File: config.mk
export PLATFORM = sky130hd
export DESIGN_NAME = proc_fetch
export DESIGN_NICKNAME = d
export VERILOG_FILES = /design/src/rtl/proc_fetch.sv
export SDC_FILE = /design/constraint.sdc
export NUM_CORES = 1
export LEC_CHECK = 0
export BUFFER_PORTS_ARGS = -buffer_cell sky130_fd_sc_hd__buf_4
export CORE_ASPECT_RATIO = 0.6
export CORE_MARGIN = 1.5
export CORE_UTILIZATION = 55
export CTS_CLUSTER_SIZE = 30
export DETAILED_ROUTE_END_ITERATION = 6
export GPL_TIMING_DRIVEN = 0
export PLACE_DENSITY_LB_ADDON = 0.1
export SYNTH_ARGS = -nofsm -noshare
export SYNTH_HDL_FRONTEND = slang
export SYNTH_SLANG_ARGS = --single-unit
File: constraint.sdc
create_clock -name Clock -period 2.3 [get_ports Clock]
set_input_delay 0.115 -clock Clock [delete_from_list [all_inputs] [get_ports Clock]]
set_output_delay 0.115 -clock Clock [all_outputs]
set_load 0.01 [all_outputs]
File: src/rtl/proc_fetch.sv
// proc_fetch: instruction-fetch front end for the 9-bit proc datapath.
// Reads a synchronous-read program memory, drives Run/DIN and consumes Done.
module proc_fetch #(
  parameter int AW = 5
) (
  input  logic          Clock,
  input  logic          Reset,
  input  logic          Start,
  input  logic          Stop,
  output logic [AW-1:0] MemAddr,
  input  logic [8:0]    MemData,
  output logic [8:0]    DIN,
  output logic          Run,
  input  logic          Done,
  output logic [AW-1:0] PC,
  output logic          Busy,
  output logic          Halted,
  output logic          Error
);

  localparam logic [2:0] S_IDLE    = 3'd0;
  localparam logic [2:0] S_FETCH_I = 3'd1;
  localparam logic [2:0] S_LATCH_I = 3'd2;
  localparam logic [2:0] S_LATCH_D = 3'd3;
  localparam logic [2:0] S_ISSUE   = 3'd4;
  localparam logic [2:0] S_EXEC    = 3'd5;
  localparam logic [2:0] S_HALT    = 3'd6;

  // PC advance by one or two words, wrapping at 2^AW.
  function automatic logic [AW-1:0] pc_add(input logic [AW-1:0] pc, input logic two);
    if (two) begin
      pc_add = pc + AW'(2'b10);
    end else begin
      pc_add = pc + AW'(1'b1);
    end
  endfunction

  logic [2:0]    state_r, state_nxt_s;
  logic [AW-1:0] pc_r, pc_nxt_s;
  logic [8:0]    irbuf_r, irbuf_nxt_s;
  logic [8:0]    dbuf_r, dbuf_nxt_s;
  logic [1:0]    tmo_r, tmo_nxt_s;
  logic          halted_r, halted_nxt_s;
  logic          error_r, error_nxt_s;
  logic          run_r, run_nxt_s;
  logic          busy_r, busy_nxt_s;
  logic [8:0]    din_r, din_nxt_s;
  logic          ismvi_s, ismvi_nxt_s;

  assign ismvi_s     = (irbuf_r[8:6] == 3'b001);
  assign ismvi_nxt_s = (irbuf_nxt_s[8:6] == 3'b001);

  // The data word of an mvi is fetched while the opcode is being latched.
  assign MemAddr = (state_r == S_LATCH_I) ? pc_add(pc_r, 1'b0) : pc_r;

  assign DIN    = din_r;
  assign Run    = run_r;
  assign PC     = pc_r;
  assign Busy   = busy_r;
  assign Halted = halted_r;
  assign Error  = error_r;

  // Sequencer next-state and buffer/flag update logic.
  always_comb begin
    state_nxt_s  = state_r;
    pc_nxt_s     = pc_r;
    irbuf_nxt_s  = irbuf_r;
    dbuf_nxt_s   = dbuf_r;
    tmo_nxt_s    = tmo_r;
    halted_nxt_s = halted_r;
    error_nxt_s  = error_r;
    case (state_r)
      S_IDLE: begin
        if (Start) begin
          state_nxt_s = S_FETCH_I;
        end else begin
          state_nxt_s = S_IDLE;
        end
      end
      S_FETCH_I: begin
        state_nxt_s = S_LATCH_I;
      end
      S_LATCH_I: begin
        irbuf_nxt_s = MemData;
        if (MemData[8]) begin
          halted_nxt_s = 1'b1;
          state_nxt_s  = S_HALT;
        end else if (MemData[8:6] == 3'b001) begin
          state_nxt_s = S_LATCH_D;
        end else begin
          state_nxt_s = S_ISSUE;
        end
      end
      S_LATCH_D: begin
        dbuf_nxt_s  = MemData;
        state_nxt_s = S_ISSUE;
      end
      S_ISSUE: begin
        tmo_nxt_s   = 2'd0;
        state_nxt_s = S_EXEC;
      end
      S_EXEC: begin
        if (Done) begin
          pc_nxt_s = pc_add(pc_r, ismvi_s);
          if (Stop) begin
            state_nxt_s = S_IDLE;
          end else begin
            state_nxt_s = S_FETCH_I;
          end
        end else if (tmo_r == 2'd2) begin
          // Third EXEC cycle without Done: proc is considered hung.
          error_nxt_s = 1'b1;
          state_nxt_s = S_HALT;
        end else begin
          tmo_nxt_s = tmo_r + 2'd1;
        end
      end
      S_HALT: begin
        state_nxt_s = S_HALT;
      end
      default: begin
        state_nxt_s = S_IDLE;
      end
    endcase
  end

  // Output values for the coming state, so Run/DIN/Busy leave flops directly.
  always_comb begin
    run_nxt_s  = (state_nxt_s == S_ISSUE);
    busy_nxt_s = (state_nxt_s != S_IDLE) && (state_nxt_s != S_HALT);
    if ((state_nxt_s == S_EXEC) && ismvi_nxt_s) begin
      din_nxt_s = dbuf_nxt_s;
    end else begin
      din_nxt_s = irbuf_nxt_s;
    end
  end

  // State, buffer and output registers with synchronous reset.
  always_ff @(posedge Clock) begin
    if (Reset) begin
      state_r  <= S_IDLE;
      pc_r     <= '0;
      irbuf_r  <= 9'd0;
      dbuf_r   <= 9'd0;
      tmo_r    <= 2'd0;
      halted_r <= 1'b0;
      error_r  <= 1'b0;
      run_r    <= 1'b0;
      busy_r   <= 1'b0;
      din_r    <= 9'd0;
    end else begin
      state_r  <= state_nxt_s;
      pc_r     <= pc_nxt_s;
      irbuf_r  <= irbuf_nxt_s;
      dbuf_r   <= dbuf_nxt_s;
      tmo_r    <= tmo_nxt_s;
      halted_r <= halted_nxt_s;
      error_r  <= error_nxt_s;
      run_r    <= run_nxt_s;
      busy_r   <= busy_nxt_s;
      din_r    <= din_nxt_s;
    end
  end

endmodule

### Word-level counts from Yosys, hierarchy flattened

Cells that the tools add are included.

* add/subtract/negate cells: 3
* equal/unequal tests: 15
* mux-type cells: 15
* bitwise operators: 1
* reduce and logical (&&, ||, !) cells: 9

Operators by type and width (number)
* 2-to-1 mux 9 bit: 3
* one-hot mux 3 bit (7 select lines): 1
* equality test 3 bit, second input constant: 5
* equality test 3 x 1 -> 1 bit, second input constant: 4
* 2-to-1 mux 3 bit: 4
* 2-to-1 mux 5 bit: 2
* equality test 3 x 2 -> 1 bit, second input constant: 2
* AND reduction 3 bit: 2
* adder 5 x 1 -> 5 bit, second input constant: 1
* adder 5 x 2 -> 5 bit, second input constant: 1
* 2-to-1 mux 2 bit: 2
* != test 2 bit, second input constant: 2
* one-hot mux 2 bit (2 select lines): 1
* AND reduction 2 bit: 2
* zero test 3 bit: 1
* != test 3 bit, second input constant: 1
* nonzero test 3 bit: 1
* adder 2 x 1 -> 2 bit, second input constant: 1
* equality test 2 bit, second input constant: 1
* logical AND 1 bit: 2
* 2-to-1 mux 1 bit: 2
* nonzero test 2 bit: 1
* inverter 1 bit: 1

* flip-flop bits (word level): 41
* bits of input ports: 14
* output and inout port bits: 23

### Logic depth before layout (Yosys ltp)

* word-level depth: 7
* mapped depth: 7
* mapped depth without buffers: 7

### Least setup slack after synthesis

Ideal clock, no wire load.

* kind: register to register
* from: register tmo_r[0]
* to: register din_r[4], in the netlist DIN[4]
* library setup time: 0.065 ns
* data arrival time: 1.509 ns
* required time: 2.235 ns
* path slack: 0.726 ns
* stages on the path, launching flop included: 8
* cell sequence: dfxtp_1 -> inv_1 -> ha_1 -> o21ai_0 -> nand2_1 -> a21oi_4 -> mux2_2 -> nor2_1

* longest elaborated chain between the ends: 7

Ends and longest elaborated chain
* start, declared: RTL line 42 `logic [1:0] tmo_r, tmo_nxt_s;`
* start signal, assigned: RTL line 156 `tmo_r <= tmo_nxt_s;`
* equality test 2 bit: RTL line 110 `end else if (tmo_r == 2'd2) begin`
* 2-to-1 mux 3 bit: RTL line 110
* 2-to-1 mux 3 bit: RTL line 103 `if (Done) begin`
* one-hot mux 3 bit (7 select lines): RTL line 72 `case (state_r)`
* equality test 3 bit: RTL line 131 `if ((state_nxt_s == S_EXEC) && ismvi_nxt_s) begin`
* logical AND 1 bit: RTL line 131
* 2-to-1 mux 9 bit: RTL line 131
* end signal, assigned: RTL line 161 `din_r <= din_nxt_s;`
* end, declared: RTL line 47 `logic [8:0] din_r, din_nxt_s;`

Every way passes these cells.
A chain may end at the register's enable or synchronous reset.

### Worst setup path in the final report

* from: register state_r[1]
* to: output MemAddr[1]

* longest elaborated chain between the ends: 2

Ends and longest elaborated chain
* start, declared: RTL line 38 `logic [2:0] state_r, state_nxt_s;`
* start signal, assigned: RTL line 152 `state_r <= state_nxt_s;`
* equality test 3 x 2 -> 1 bit: RTL line 54 `assign MemAddr = (state_r == S_LATCH_I) ? pc_add(pc_r, 1'b0) : pc_r;`
* 2-to-1 mux 5 bit: RTL line 54
* end, declared: RTL line 10 `output logic [AW-1:0] MemAddr,`

Every way passes these cells.

==> impl_results.md <==
* # diodes at 0
* Vias per cell at approximately 5.3
* Clock Skew at 0.00470 ns
* Setup Slack @ Placement at 0.487 ns
* Clk sinks at 41
* Layout Cells excl Fill at 262
* Largest net degree at the start of global routing at 13
* Register cell area after layout at 821 um^2
* Register-to-register setup slack at 0.45 ns
* Total number of vias at 1385
* # resized after CTS at 0
* Die span in x at 75.9 um
* Detailed Route WL at 3760 um
* CP max FO at 10
* H-tree levels at 2
* Peak Freq at roughly 530 MHz
* HP Class: in2reg
* Clk slew on worst S/H paths at 0.08 ns
* Antenna Nets Post-Route at 0
* Number of flops mapped to enable cells by yosys at 0
* Pleak at 0.964 nW
* Synth unique cells at 37
* Final worst slack at 0.403 ns
* Count of final setup violators at 0
* Syn nets at 195
* DRC Markers at 0
* CP Class: reg2out
* Root Driver: clkbuf_8
* Global-route wire length before repair at 5540 um
* Wirelength per Cell at 14.4 um
* Synthesized area per cell at ~9.8 um^2
* Share of layout cells above drive strength 1 at 28.2%
* # fillers at approximately 220
* Switching Share at 23.8%
* Synth Instances at between 150 and 200
* Initial Util at 59.4%
* Post-CTS setup-driven buffer insertion count at 0
* Initial antenna violation count at 0
* CP startpoint: state_r[1]
* Final period util at about 80%
* Data arrival time of the worst path at 1.78 ns
* Post-synth ARST share at 0%
* Main synth FF type: dfxtp_1
* Hold-fix buffers at CTS at 0
* Worst hold margin at 0.0896 ns
* Total grt overflow at 0
* GPL Wtd Cong at 0.839
* Hpwl dp at between 2000 and 3000 um
* CP endpoint kind: output port
* Footprint of the multi-input gates at 862 um^2
* Worst Hold Depth at 3
* Final min period at 1.90 ns
* Longest Clk Path Bufs at 2
* PortBufs at 35
* Startpoint types: flop
* Clock network fraction of design power at between 30% and 40%
* Core Region at 2950 um^2
* Die Span Y at 46.7 um
* R2R cell count at 7
* Reg2reg end: DIN[2]
* Slew HR at 62.0%
* Synth warnings at 0
* Share of power burned in registers at between 50% and 60%
* Worst setup endpoint: MemAddr[1]
* Critical R2R Launch: tmo_r[0]
* WP data required at 2.18 ns
* Final Util at 73.7%
* #FFs+latches synth at approximately 40
* Hold Vio Cnt, Final at 0
* CTS buffer count at 5
* Power Density at between 600 and 700 nW/um^2
* Logic pwr share at 12.6%
* Vias in the first global route at 1219
* Sequential area share after synthesis at 46.9%
* RSZ-0062 raised after global routing: false
* Psw at approximately 0.36 mW
* # rows at 15
* Nets at 237
* Peak VDD IR at 0.434 mV
* Ports at 37
* Maxcap violations at 0
* Global Route Usage Sum at 22.2%
* Mapped cell area at 1750 um^2
* Initial DRC Count at 82
* Final TNS setup at 0 ns
* Worst-Skew Late Latency at ~0.29 ns
* Pin slew with the least headroom to its limit at 0.570 ns
* Internal power at 1.15 mW
* Die area at 3540 um^2
* TritonRoute pass-1 iters at 4
* TritonCTS clock tree: done
* Fin. max-slew vios at 0
* Status: completed
* DP Cell Count at 255
* Layout area overhead at 23.9%
[worst min path at each step]
stage	start	endpoint	slack, ns
after floorplan	MemData[8]	Halted	0.26
after global placement	MemData[4]	dbuf_r[4]	0.37
after detailed placement	MemData[2]	dbuf_r[2]	0.39
after CTS	MemData[0]	irbuf_r[0]	0.09
after global routing	MemData[0]	irbuf_r[0]	0.11
final	MemData[0]	irbuf_r[0]	0.09
[cell usage after synthesis (2+ instances only)]
library cell	number	area, um^2
dfxtp_1	41	821
nor2_1	39	146
mux2i_1	19	190
a21oi_1	10	50.1
o21ai_0	7	35.0
mux2_2	6	67.6
nand2_1	5	18.8
xnor2_1	5	43.8
or3_1	4	25.0
buf_6	3	33.8
clkbuf_1	3	11.3
ha_1	3	37.5
nor3_1	3	15.0
a21o_1	2	15.0
inv_1	2	7.51
nand3_1	2	10.0
nor2b_1	2	12.5
nor3b_1	2	15.0
o31a_1	2	17.5
[critical path: stages (launching register included)]
cell	delay (ns)
dfxtp_1	0.44
nor3b_2	0.22
buf_6	0.18
buf_6	0.17
mux2_2	0.34
buf_4	0.14
[final cells by class]
class / instances / area share (%)
buffer: 8 / 2.65
clock buffer: 5 / 3.17
clock inverter: 2 / 1.61
inverter: 3 / 0.519
multi-input combinational: 126 / 39.7
sequential: 41 / 37.8
tap: 42 / 2.42
timing repair buffer: 35 / 12.1
[stage by stage]
step / power [mW] / instance area (um^2)
final: 1.50 / 2170
after detailed placement: 0.958 / 2070
after global placement: 0.950 / 2070
after floorplan: 0.888 / 1750
after global routing: 1.54 / 2170
after CTS: 1.50 / 2170
[power groups by stage]
stage                     logic, mW  clock network [mW]  registers, mW
after global routing          0.205               0.583          0.757
after detailed placement      0.187                   0          0.770
after floorplan               0.114                   0          0.775
after CTS                     0.189               0.553          0.754
final                         0.189               0.561          0.754
after global placement        0.181                   0          0.769
[per-layer routing]
metal / wire [um] / track usage [%]
met5: 0 / 0
met4: 37 / 7.50
met3: 218 / 6.56
met2: 1710 / 37.2
met1: 1790 / 27.9
[flip-flops by register name (all words and copies together), names as in the netlist]
| name | count |
|---|---|
| Busy | 1 |
| DIN | 9 |
| Error | 1 |
| Halted | 1 |
| PC | 5 |
| Run | 1 |
| dbuf_r | 9 |
| irbuf_r | 9 |
| state_r | 3 |
| tmo_r | 2 |
[cell usage in the layout (no fill, tap or decap), drive strengths merged, types with 2 or more instances in the layout]
cell type / count
buf: 40
xnor2: 5
nand2b: 2
dfxtp: 41
nand3: 2
a21o: 2
or3: 4
nand2: 5
mux2i: 19
o21ai: 7
nor3: 3
inv: 3
ha: 3
o31a: 2
mux2: 7
nor3b: 4
clkbuf: 8
a21oi: 11
nor2b: 2
nor2: 39
[logic make-up after synthesis]
family                     synth area share (%)
DFF                                        46.9
and+or+nand+nor                            19.2
adders and majority gates                  2.14
AOI/OAI and AO/OA                          9.50
buffers and inverters                      3.93
xor gates and xnor gates                   3.00
muxes                                      15.4
(Power assumes the default switching activity.)
